<file path="src/rtl/div_pkg.sv">
// Shared constants for the restoring divider: state encoding and default widths.
// No logic here; latency and flow control belong to div_frame.
// Imported by div_step and div_frame.
package div_pkg;

  localparam int A_W   = 8;
  localparam int B_W   = 4;
  localparam int CNT_W = 3;

  localparam logic [1:0] S_IDLE = 2'd0;
  localparam logic [1:0] S_RUN  = 2'd1;
  localparam logic [1:0] S_DONE = 2'd2;

  typedef enum logic [1:0] {
    IDLE = S_IDLE,
    RUN  = S_RUN,
    DONE = S_DONE
  } state_t;

endpackage

</file>
<file path="src/rtl/div_step.sv">
// One restoring-division step: shift in the next dividend bit, compare, subtract.
// Latency: purely combinational.
// No flow control; the caller decides when the result is registered.
module div_step
  import div_pkg::*;
#(
  parameter int B_W_P = B_W
) (
  input  logic [B_W_P:0]   r_in,
  input  logic             q_msb,
  input  logic [B_W_P-1:0] d,
  output logic [B_W_P:0]   r_out,
  output logic             q_bit
);

  // The partial remainder is always below the divisor, so its top bit is zero;
  // the wide trial value keeps every bit in the compare without changing the result.
  logic [B_W_P+1:0] t_wide;
  logic [B_W_P+1:0] d_wide;

  // Compare the shifted partial remainder against the divisor and restore on borrow
  always_comb begin
    t_wide = {r_in, q_msb};
    d_wide = {2'b00, d};
    r_out  = (B_W_P+1)'(t_wide);
    q_bit  = 1'b0;
    if (t_wide >= d_wide) begin
      r_out = (B_W_P+1)'(t_wide - d_wide);
      q_bit = 1'b1;
    end
  end

endmodule

</file>
<file path="src/rtl/div_frame.sv">
// Sequential 8/4 unsigned restoring divider, one quotient bit per clock, start/done handshake.
// Latency: done 9 cycles after an accepted start (1 cycle when the divisor is zero).
// start is only honoured in IDLE; results hold until the next accepted start, no output stall.
module div_frame
  import div_pkg::*;
#(
  parameter int A_W_P   = A_W,
  parameter int B_W_P   = B_W,
  parameter int CNT_W_P = CNT_W
) (
  input  logic               Clk,
  input  logic               reset,
  input  logic               start,
  input  logic [A_W_P-1:0]   dividend,
  input  logic [B_W_P-1:0]   divisor,
  output logic               busy,
  output logic               done,
  output logic               div_zero,
  output logic [A_W_P-1:0]   quotient,
  output logic [B_W_P-1:0]   remainder
);

  state_t               state, state_nxt;
  logic [B_W_P:0]       r;
  logic [A_W_P-1:0]     q;
  logic [B_W_P-1:0]     d;
  logic [CNT_W_P-1:0]   cnt;
  logic [B_W_P:0]       r_nxt;
  logic                 q_bit;
  logic                 last_step;

  assign last_step = (cnt == CNT_W_P'(A_W_P - 1));

  div_step #(.B_W_P(B_W_P)) u_step (
    .r_in  (r),
    .q_msb (q[A_W_P-1]),
    .d     (d),
    .r_out (r_nxt),
    .q_bit (q_bit)
  );

  // State register
  always_ff @(posedge Clk) begin
    if (reset) state <= IDLE;
    else       state <= state_nxt;
  end

  // Next-state logic: a zero divisor skips iteration and reports straight away
  always_comb begin
    state_nxt = state;
    case (state)
      IDLE: begin
        if (start) state_nxt = (divisor == '0) ? DONE : RUN;
      end
      RUN: begin
        if (last_step) state_nxt = DONE;
      end
      DONE: begin
        state_nxt = IDLE;
      end
      default: state_nxt = IDLE;
    endcase
  end

  // Status flags are registered from the next state so they align with the state register
  always_ff @(posedge Clk) begin
    if (reset) begin
      busy <= 1'b0;
      done <= 1'b0;
    end else begin
      busy <= (state_nxt == RUN);
      done <= (state_nxt == DONE);
    end
  end

  // Datapath: operand capture, shift-subtract iteration and result hold
  always_ff @(posedge Clk) begin
    if (reset) begin
      r         <= '0;
      q         <= '0;
      d         <= '0;
      cnt       <= '0;
      div_zero  <= 1'b0;
      quotient  <= '0;
      remainder <= '0;
    end else begin
      case (state)
        IDLE: begin
          if (start) begin
            if (divisor == '0) begin
              div_zero  <= 1'b1;
              quotient  <= '1;
              remainder <= '0;
            end else begin
              q        <= dividend;
              r        <= '0;
              d        <= divisor;
              cnt      <= '0;
              div_zero <= 1'b0;
            end
          end
        end
        RUN: begin
          q   <= {q[A_W_P-2:0], q_bit};
          r   <= r_nxt;
          cnt <= cnt + CNT_W_P'(1);
          if (last_step) begin
            quotient  <= {q[A_W_P-2:0], q_bit};
            remainder <= r_nxt[B_W_P-1:0];
          end
        end
        default: ;
      endcase
    end
  end

endmodule

</file>
<file path="config.mk">
export PLATFORM = sky130hd
export DESIGN_NAME = div_frame
export DESIGN_NICKNAME = d
export VERILOG_FILES = /design/src/rtl/div_pkg.sv /design/src/rtl/div_step.sv /design/src/rtl/div_frame.sv
export SDC_FILE = /design/constraint.sdc
export NUM_CORES = 1
export LEC_CHECK = 0
export CAP_MARGIN = 20
export CORE_MARGIN = 4
export CORE_UTILIZATION = 56
export CTS_CLUSTER_SIZE = 16
export DETAILED_ROUTE_END_ITERATION = 8
export GPL_TIMING_DRIVEN = 0
export PLACE_DENSITY_LB_ADDON = 0.2
export SLEW_MARGIN = 20
export SYNTH_ARGS = -nofsm -noshare
export SYNTH_HDL_FRONTEND = slang
export SYNTH_HIERARCHICAL = 1
export SYNTH_SLANG_ARGS = --single-unit
</file>
<file path="constraint.sdc">
create_clock -name Clk -period 4.93 [get_ports Clk]
set_clock_uncertainty 0.15 [all_clocks]
set_input_delay 0.986 -clock Clk [delete_from_list [all_inputs] [get_ports Clk]]
set_output_delay 0.986 -clock Clk [all_outputs]
set_load 0.005 [all_outputs]
</file>
==> metrics <==
Nets=264; CP required=around 5000 ps; worst slew pin tran=559 ps; wire per inst=14.7 um; Syn-to-layout area delta=24.5%; grt total ovfl=0; f_max=385 MHz; Tot GR Track Use=22.4%; Async S/R FF share, synth=0%; final wirelength=between 4 and 5 mm; share of the synthesized area in the top cell type=41.5%; TritonCTS clock tree=done; critical path data arrival time=2670 ps; clk buf depth=2; Boundary Pins=30; slew margin rel.=62.7%; Sequential Area=741 sq um; DR vias/cell=~5.6; Remaining DRCs=0; # fillers=263; share of cells above drive strength 1=12.3%; final setup violation count=0; Combinational Power Share=around 18%; core area=0.00305 sq mm; synth unique cells=35; Root Driver=clkbuf_4; period utilization=~53%; Final Non-Filler Cells=287; Synth area leader=dfxtp_1; crit-path max cell delay=590 ps; synth warn=6; Worst path slowest cell=a2111oi_4; initial core utilization=58.5%; post-synthesis sequential area ratio=41.5%; Rows=20; reported net switching power=182 uW; CP Capture Type=flop; Crit path max-delay family=compound AO/OA/AOI/OAI gates; Period minus WS final=between 2000 and 3000 ps; die area=0.00416 sq mm; clock latency on the worst-skew pair=340 ps; CTS Hold Bufs=0; first-pass GRT wire length=7.29 mm; gpl congestion=0.844; placed cell count=roughly 280; vias in the first global route=about 1.6k; Setup TNS=0 ps; hold crit path type=reg2reg; via count=1619; setup bufs post-CTS=0; FF-to-FF setup slack=2330 ps; final-report hold violation count=0; Post-synth top flop=dfxtp_1; fin area=0.00222 sq mm; DRT iter0 DRCs=85; initial antenna violation count=0; Post-Syn Area per Cell=8.63 sq um; maxcap violations=0; Post-synth EDFFs=0; Die H=64.5 um; H-tree Lvls=2; Seq pwr share=a little under half; DRT Pass-1 Iters=4; Cells after Synth=just over 200; most frequent cells after synthesis=dfxtp_1 (37), nor2_1 (26), nand2_1 (21), a21oi_1 (20), o21ai_0 (15); Placed Instance Area=0.00212 sq mm; Sw Ratio=25.6%; HPWL Detailed=2.98 mm; Pins Over Slew Limit=0; Diodes inserted=0; CP startpoint kind=flop; clk slew on worst S/H paths=110 ps; #FFs+latches synth=37; peak supply drop=247 uV; Pint=528 uW; cell with the most instances after synthesis=dfxtp_1; pin count of the biggest net entering global routing=13; Critical Path Fanout Max=8; WP buf/inv=2; Clk network pwr share=36.5%; Num CTS Buffers=5; leakage power=between 0.8 and 0.9 nW; post-route ant nets=0; Cell Chain, Critical Path=inv_1 -> ha_1 -> inv_1 -> fa_1 -> a21o_2 -> a2111oi_4 -> mux2_4 -> nand2_1 -> a21oi_1; Post-CTS Resized=0; DIE WIDTH=between 60 and 70 um; Synthesized Nets=229; outcome=completed; Setup Crit Path Kind=reg2reg; synthesized area=0.00179 sq mm; cell mode on critical path=inv_1; area of the multi-input gates=approximately 940 sq um; pwr/cell area=319 mW/mm^2; CTS Sinks=37; largest cells by area after synthesis=dfxtp_1 (41%), a21oi_1 (5.6%), nor2_1 (5.5%); RSZ-0062 raised after global routing=no; # port buffers=28
[worst paths after layout]
path,endpoint,start,cells past startpoint
hold reg to reg,div_zero,div_zero,2
hold / removal,div_zero,div_zero,2
setup reg to reg,r[1],q[7],9
setup / recovery,r[1],q[7],9
[worst reg2reg max path, cell delays in order, from the launching register on]
cell,delay [ps]
dfxtp_1,340
inv_1,60
ha_1,130
inv_1,60
fa_1,400
a21o_2,260
a2111oi_4,590
mux2_4,360
nand2_1,60
a21oi_1,70
[registers in the layout, indices dropped and copies added (netlist names)]
register and flops:
remainder 4, state 2, quotient 8, busy 1, d 4, div_zero 1
done 1, q 8, cnt 3, r 5
[per-stage QoR]
stage / util (%) / power, mW / hold WS [ps] / setup slack, ps
5_1_grt: 72.9 / 0.745 / 334 / 2120
3_5_place_dp: 69.5 / 0.455 / 296 / 2180
6_report: 72.9 / 0.710 / 309 / 2330
4_1_cts: 72.9 / 0.712 / 312 / 2350
2_1_floorplan: - / 0.417 / 303 / 2570
3_3_place_gp: 69.5 / 0.453 / 293 / 2190
[layer usage]
layer  up-vias  track usage [%]  part of all wire, %
met5         -                0                    0
met4         0             5.54                 0.43
met3         2             6.41                  5.7
met1       752             29.5                   47
met2        56             36.1                   47
li1        809                -                    -
[kinds of logic after synthesis]
logic type                 Yosys count  synth area share (%)
AOI/OAI and AO/OA                   69                  27.5
and+or+nand+nor                     66                  17.3
adders and majority gates            7                  5.32
DFF                                 37                  41.5
muxes                                2                  1.40
xor gates and xnor gates             2                 0.981
buffers and inverters               24                  6.09
[layout by cell type, fill, tap and decap left out, types with 2 or more instances in the layout]
master	n
a211oi_1	8
a21oi_1	20
a311oi_1	8
buf_1	2
buf_2	9
bufinv_16	2
clkbuf_1	5
clkbuf_4	5
clkdlybuf4s50_1	28
dfxtp_1	37
ha_1	6
inv_1	7
nand2_1	21
nand2b_1	3
nand3_1	8
nor2_1	26
nor2b_1	2
o211ai_1	8
o211ai_2	4
o21ai_0	15
[power groups by stage]
stage                     registers [mW]  clock network [mW]  logic (mW)
after floorplan                    0.330                   0      0.0872
after global placement             0.332                   0       0.121
after detailed placement           0.332                   0       0.123
after CTS                          0.326               0.262       0.124
after global routing               0.328               0.278       0.139
final                              0.326               0.259       0.125
[area by class of cell]
type / instances / share of cell area, %
clock buffer: 5 / 1.69
inverter: 7 / 1.18
tap: 44 / 2.47
sequential: 37 / 33.3
timing repair buffer: 28 / 12.6
buffer: 17 / 3.71
clock inverter: 3 / 2.92
multi-input combinational: 146 / 42.1
No activity file was read; power rests on OpenSTA's default activity.
